File: src/rtl/writeback_pipe.sv
// N-lane registered writeback stage: source select, kill/regwrite qualification, WAW suppression.
// Optional trace outputs (retire_cnt, trace_valid) are enabled by defining WB_TRACE_EN.
module writeback_pipe #(
  parameter int unsigned LANES  = 2,
  parameter int unsigned DATA_W = 32,
  parameter int unsigned ADDR_W = 5
) (
  input  logic                    clk,
  input  logic                    reset,
  input  logic [LANES-1:0]        in_valid,
  input  logic [LANES-1:0]        in_regwrite,
  input  logic [LANES-1:0]        in_kill,
  input  logic [3*LANES-1:0]      in_sel,
  input  logic [DATA_W*LANES-1:0] in_pc,
  input  logic [ADDR_W*LANES-1:0] in_rdst,
  input  logic [DATA_W*LANES-1:0] in_alu,
  input  logic [DATA_W*LANES-1:0] in_mem,
  input  logic [DATA_W-1:0]       cp0_rd,
  input  logic [DATA_W-1:0]       hi_rd,
  input  logic [DATA_W-1:0]       lo_rd,
  input  logic                    stall,
  input  logic                    flush,
  output logic                    in_ready,
  output logic [LANES-1:0]        wb_wen,
  output logic [ADDR_W*LANES-1:0] wb_wa,
  output logic [DATA_W*LANES-1:0] wb_wd,
  output logic [DATA_W*LANES-1:0] wb_pc
`ifdef WB_TRACE_EN
  ,
  output logic [31:0]             retire_cnt,
  output logic [LANES-1:0]        trace_valid
`endif
);

  localparam int unsigned SEL_W = 3;
  localparam int unsigned CNT_W = 32;

  logic [LANES-1:0]        kill_chain_c;
  logic [LANES-1:0]        we_raw_c;
  logic [LANES-1:0]        we_c;
  logic [DATA_W*LANES-1:0] wd_c;
  logic                    killed_c;

  assign in_ready = ~stall;

  // Per-lane qualification, kill chain and source mux
  always_comb begin
    kill_chain_c = '0;
    we_raw_c     = '0;
    wd_c         = '0;
    killed_c     = 1'b0;
    for (int i = 0; i < LANES; i++) begin
      killed_c        = killed_c | in_kill[i];
      kill_chain_c[i] = killed_c;
      we_raw_c[i]     = in_valid[i] & in_regwrite[i] & ~killed_c &
                        (in_rdst[i*ADDR_W +: ADDR_W] != '0);
      case (in_sel[i*SEL_W +: SEL_W])
        3'd0:    wd_c[i*DATA_W +: DATA_W] = in_alu[i*DATA_W +: DATA_W];
        3'd1:    wd_c[i*DATA_W +: DATA_W] = in_mem[i*DATA_W +: DATA_W];
        3'd2:    wd_c[i*DATA_W +: DATA_W] = cp0_rd;
        3'd3:    wd_c[i*DATA_W +: DATA_W] = lo_rd;
        3'd4:    wd_c[i*DATA_W +: DATA_W] = hi_rd;
        default: wd_c[i*DATA_W +: DATA_W] = '0;
      endcase
    end
  end

  // WAW: an older lane loses its write when a younger lane targets the same register
  always_comb begin
    we_c = we_raw_c;
    for (int i = 0; i < LANES; i++) begin
      for (int j = i + 1; j < LANES; j++) begin
        if (we_raw_c[i] && we_raw_c[j] &&
            (in_rdst[i*ADDR_W +: ADDR_W] == in_rdst[j*ADDR_W +: ADDR_W])) begin
          we_c[i] = 1'b0;
        end
      end
    end
  end

  // Output register: flush beats stall beats load
  always_ff @(posedge clk or posedge reset) begin
    if (reset) begin
      wb_wen <= '0;
      wb_wa  <= '0;
      wb_wd  <= '0;
      wb_pc  <= '0;
    end else if (flush) begin
      wb_wen <= '0;
    end else if (!stall) begin
      wb_wen <= we_c;
      wb_wa  <= in_rdst;
      wb_wd  <= wd_c;
      wb_pc  <= in_pc;
    end
  end

`ifdef WB_TRACE_EN
  logic [CNT_W-1:0] pop_c;

  always_comb begin
    pop_c = '0;
    for (int i = 0; i < LANES; i++) begin
      pop_c = pop_c + CNT_W'(we_c[i]);
    end
  end

  // Retired-write counter saturates at all-ones; only loaded edges count
  always_ff @(posedge clk or posedge reset) begin
    if (reset) begin
      retire_cnt  <= '0;
      trace_valid <= '0;
    end else if (flush) begin
      trace_valid <= '0;
    end else if (!stall) begin
      trace_valid <= in_valid & ~kill_chain_c;
      if (retire_cnt > ({CNT_W{1'b1}} - pop_c)) begin
        retire_cnt <= {CNT_W{1'b1}};
      end else begin
        retire_cnt <= retire_cnt + pop_c;
      end
    end
  end
`endif

endmodule

File: config.mk
export PLATFORM = sky130hd
export DESIGN_NAME = writeback_pipe
export DESIGN_NICKNAME = d
export VERILOG_FILES = /design/src/rtl/writeback_pipe.sv
export SDC_FILE = /design/constraint.sdc
export NUM_CORES = 1
export LEC_CHECK = 0
export ABC_AREA = 1
export ABC_CLOCK_PERIOD_IN_PS = 13200
export CAP_MARGIN = 10
export CORE_AREA = 2 2 178 180
export CTS_BUF_LIST = sky130_fd_sc_hd__clkbuf_2
export CTS_CLUSTER_DIAMETER = 50
export DETAILED_ROUTE_END_ITERATION = 12
export DIE_AREA = 0 0 180 182
export GPL_TIMING_DRIVEN = 1
export SLEW_MARGIN = 5
export SYNTH_ARGS = -nofsm -noshare
export SYNTH_HDL_FRONTEND = slang
export SYNTH_SLANG_ARGS = --single-unit
File: constraint.sdc
create_clock -name clk -period 13.2 [get_ports clk]
set_input_delay 3.96 -clock clk [delete_from_list [all_inputs] [get_ports clk]]
set_output_delay 3.96 -clock clk [all_outputs]
set_load 0.05 [all_outputs]
Yosys cells after proc, flatten, opt, wreduce, memory -nomap -nowiden
Index checks and enable logic that the tools add are counted.
{"block": "op_classes", "magnitude_cmp": 0, "n_reduce_logical": 7, "multipliers": 0, "n_shift": 0, "n_div": 0, "add_sub_neg": 0, "n_eq_ne": 10, "bitwise": 11, "mux": 5}
{"op": "$pmux W32 S5", "count": 2}
{"op": "$eq A3 B2 Y1 const B", "count": 4}
{"op": "$reduce_bool A5 Y1", "count": 2}
{"op": "$and A1 B1 Y1", "count": 6}
{"op": "$eq A3 B1 Y1 const B", "count": 2}
{"op": "$eq A3 B3 Y1 const B", "count": 2}
{"op": "$logic_not A3 Y1", "count": 2}
{"op": "$eq A5 B5 Y1", "count": 1}
{"op": "$mux W2", "count": 2}
{"op": "$not A1 Y1", "count": 4}
{"op": "$logic_and A1 B1 Y1", "count": 2}
{"op": "$ne A2 B1 Y1 const B", "count": 1}
{"op": "$reduce_and A2 Y1", "count": 1}
{"op": "$mux W1", "count": 1}
{"op": "$or A1 B1 Y1", "count": 1}
{"block": "totals", "mem_bits_rw": 0, "wordCells": 37, "reg_bits": 140, "mem_count": 0, "output_inout_bits": 141, "input_bits": 314, "rom_bits": 0, "latch_bits": 0}

Depth between registers and ports, before layout
{"block": "depth", "depth_word": 9, "mapped_depth": 10}

Least setup slack after synthesis
No wires, ideal clock.
{"block": "synth_path", "path_type": "in2out", "from": "in stall", "to": "out in_ready", "path_stages": 1, "t_required_ns": 9.240, "arrival_time_ns": 4.256, "slack_ns": 4.984, "path_cell_list": "inv_1"}
{"block": "synth_via", "elab_chain_len": 1}
{"item": "from (decl)", "line_no": "21", "source": "input logic stall,"}
{"item": "$not A1 Y1 (no line)"}
{"item": "to (decl)", "line_no": "23", "source": "output logic in_ready,"}
Every way passes these cells.

Worst setup path in the final report
Ends and elaborated chain as after synthesis.

==> impl_metrics.env <==
export IMPL_relSlewSlack=0.2545
export IMPL_drv_slew=0
export IMPL_yosys_area_top_type_share=0.4299
export IMPL_cts_sinks=140
export IMPL_synth_edf_count=0
export IMPL_routed_via_count=9664
export IMPL_nNetsFinal=1896
export IMPL_path_clk_slew_ns=0.23
export IMPL_numPortBuffers=454
export IMPL_synthMuxAreaShare=0
export IMPL_cp_end_kind="primary output"
export IMPL_cts_tree="built"
export IMPL_ant_nets=0
export IMPL_outcome="finished clean"
export IMPL_overflow=0
export IMPL_ys_seq_area_frac=0.4299
export IMPL_rsz0062_at_grt="false"
export IMPL_dp_hpwl_um=27660
export IMPL_wl_per_cell_um=19.44
export IMPL_synth_compound_area_share=0.06157
export IMPL_crit_path_start_kind="primary input"
export IMPL_first_pass_iters=5
export IMPL_yosys_area_share_simple=0.4084
export IMPL_via_per_inst=4.832
export IMPL_synthTopCellsByArea="dfrtp_1 (43%), nand2_1 (24%), nand3_1 (9.8%)"
export IMPL_drive_gt1_frac=0.04013
export IMPL_seqCellArea_um2=3503
export IMPL_gp_congestion=0.8945
export IMPL_multi_input_area_um2=3865
export IMPL_yosys_cell_count_top_type="nand2_1"
export IMPL_finalHoldViolCount=0
export IMPL_cts_hold_buf=0
export IMPL_synth_xor_area_frac=0.004299
export IMPL_drc=0
export IMPL_power_density_nw_per_um2=103.5
export IMPL_cts_htree_levels=4
export IMPL_synth_top_family_by_area="simple AND/OR/NAND/NOR gates"
export IMPL_irDropWorstVdd_mv=0.04722
export IMPL_grt_pass1_vias=9329
export IMPL_setup_viol=0
export IMPL_fill_cells=3241
export IMPL_syn_instance_count=1177
export IMPL_io_pins=455
export IMPL_die_width_um=180
export IMPL_fin_ws_ns=3.847
export IMPL_track_usage=0.2298
export IMPL_async_flop_share=1.000
export IMPL_pre_cts_ws_ns=3.837
export IMPL_clk_path_buf_depth=2
export IMPL_worstSkewPairLatency_ns=0.72
export IMPL_grt_max_degree=103
export IMPL_drt_wl_total_um=38870
export IMPL_initial_utilization=0.2630
export IMPL_critical_path_class="primary input to primary output"
export IMPL_max_freq_ghz=0.1069
export IMPL_syn_area_per_cell_um2=6.924
export IMPL_finalCritPeriodShare=0.7086
export IMPL_holdCritPathClass="flop to flop"
export IMPL_grt_pass1_wl_um=57490
export IMPL_syn_num_nets=1491
export IMPL_arrival_ns=5.39
export IMPL_synthTopCellsByCount="nand2_1 (527), nand3_1 (159), dfrtp_1 (140)"
export IMPL_synth_ff_latch_count=140
export IMPL_synth_top_cell_by_area="dfrtp_1"
export IMPL_max_slew_worst_pin_slew_ns=1.118
export IMPL_leakage_nw=6.200
export IMPL_cts_root_buf="clkbuf_2"
export IMPL_core_rowCount=65
export IMPL_synth_cell_types=27
export IMPL_netlist_area_um2=8149
export IMPL_timing_final_crit_period_ns=9.353
export IMPL_core_area_um2=30990
export IMPL_skew_ns=0
export IMPL_yosys_most_used_dff="dfrtp_1"
export IMPL_max_cap_violations=0
export IMPL_cts_resized=0
export IMPL_die_h_um=182
export IMPL_initialDrtViolationCount=693
export IMPL_layoutNonFillerInstCount=2000
export IMPL_ys_warnings_count=0
export IMPL_syn_to_final_growth_pct=59.88
export IMPL_antenna_found_initial=3
export IMPL_die_area_um2=32760
export IMPL_critPathRequiredTime_ns=9.24
export IMPL_dp_cells=1965
export IMPL_cts_setup_buffers=0
export IMPL_finalSetupTns_ns=0
export IMPL_cts_buffers=17
export IMPL_fin_util=0.4205
export IMPL_cp_max_fo=4
export IMPL_synth_fa_ha_area_frac=0
[cells by family (layout without fill, tap and decap cells)]
group                     after synthesis  after routing
and+or+nand+nor                       776            776
xor gates and xnor gates                4              4
buffers and inverters                 157            575
DFF                                   140            140
other                                   0              3
AOI/OAI and AO/OA                     100            100
[sequential cells by signal, summed over array words and instances, names as in the netlist]
register and cells:
wb_wa 10, wb_pc 64, wb_wen 2, wb_wd 64
[cell type report]
type | instances | area share
Clock inverter | 15 | 0.009988
Antenna cell | 3 | 0.0005762
Multi-Input combinational cell | 880 | 0.2966
Clock buffer | 17 | 0.006530
Sequential cell | 140 | 0.2689
Inverter | 78 | 0.02362
Timing Repair Buffer | 465 | 0.3551
Tap cell | 402 | 0.03861
[critical path, cell delays in order]
cell	delay, ns
clkdlybuf4s50_1	0.53
inv_1	0.10
clkdlybuf4s50_1	0.80
[per-stage QoR]
step	hold WS, ns	total power (W)	instance area (um2)
detailed placement	0.4574	0.001102	12810
global route	0.5254	0.001416	13030
finish	0.5034	0.001349	13030
CTS	0.5071	0.001363	13020
floorplan	0.7501	0.0008370	8149
global placement	0.4529	0.001099	12810
[cells in the final DEF (no fill, tap or decap)]
cell and n:
inv_8 2, nand3_4 2, nor2_8 2, nand3_1 159
inv_4 2, clkinvlp_4 5, dfrtp_1 140, inv_6 8
o21ai_0 48, xor2_1 3, xnor2_1 1, nand4_1 44
diode_2 3, nand2_1 527, o21ai_1 51, buf_4 11
clkinv_4 2, nor2_1 32, inv_1 69, nand2_2 3
inv_2 5, nor3_1 2, clkbuf_2 17, clkdlybuf4s50_1 454
a31oi_1 1, nand2_4 1, nand3_2 1, nor2_4 3
[worst paths after layout]
path	endpoint	from	slack, ns	cells after the start
setup / recovery	in_ready	stall	3.85	3
hold / removal	wb_pc[49]	wb_pc[49]	0.50	2
setup reg to reg	wb_wa[6]	wb_wa[6]	12.47	2
hold reg to reg	wb_pc[49]	wb_pc[49]	0.50	2
max in group asynchronous	wb_pc[50]	reset	7.97	3
min in group asynchronous	wb_pc[47]	reset	3.62	2
[power by group]
group | leakage (nW) | internal [W] | switching [W]
Sequential | 1.78 | 0.000484 | 0.0000308
Clock | 0.119 | 0.0000560 | 0.000199
Combinational | 4.31 | 0.000215 | 0.000364
Total | 6.20 | 0.000755 | 0.000594
[per-layer routing]
layer | GRT usage | up-vias | share of wire
li1 | - | 4582 | -
met1 | 0.2950 | 4487 | 0.42
met2 | 0.3764 | 534 | 0.46
met3 | 0.06639 | 61 | 0.094
met4 | 0.06504 | 0 | 0.022
met5 | 0 | - | 0
No activity file was read; power rests on OpenSTA's default activity.
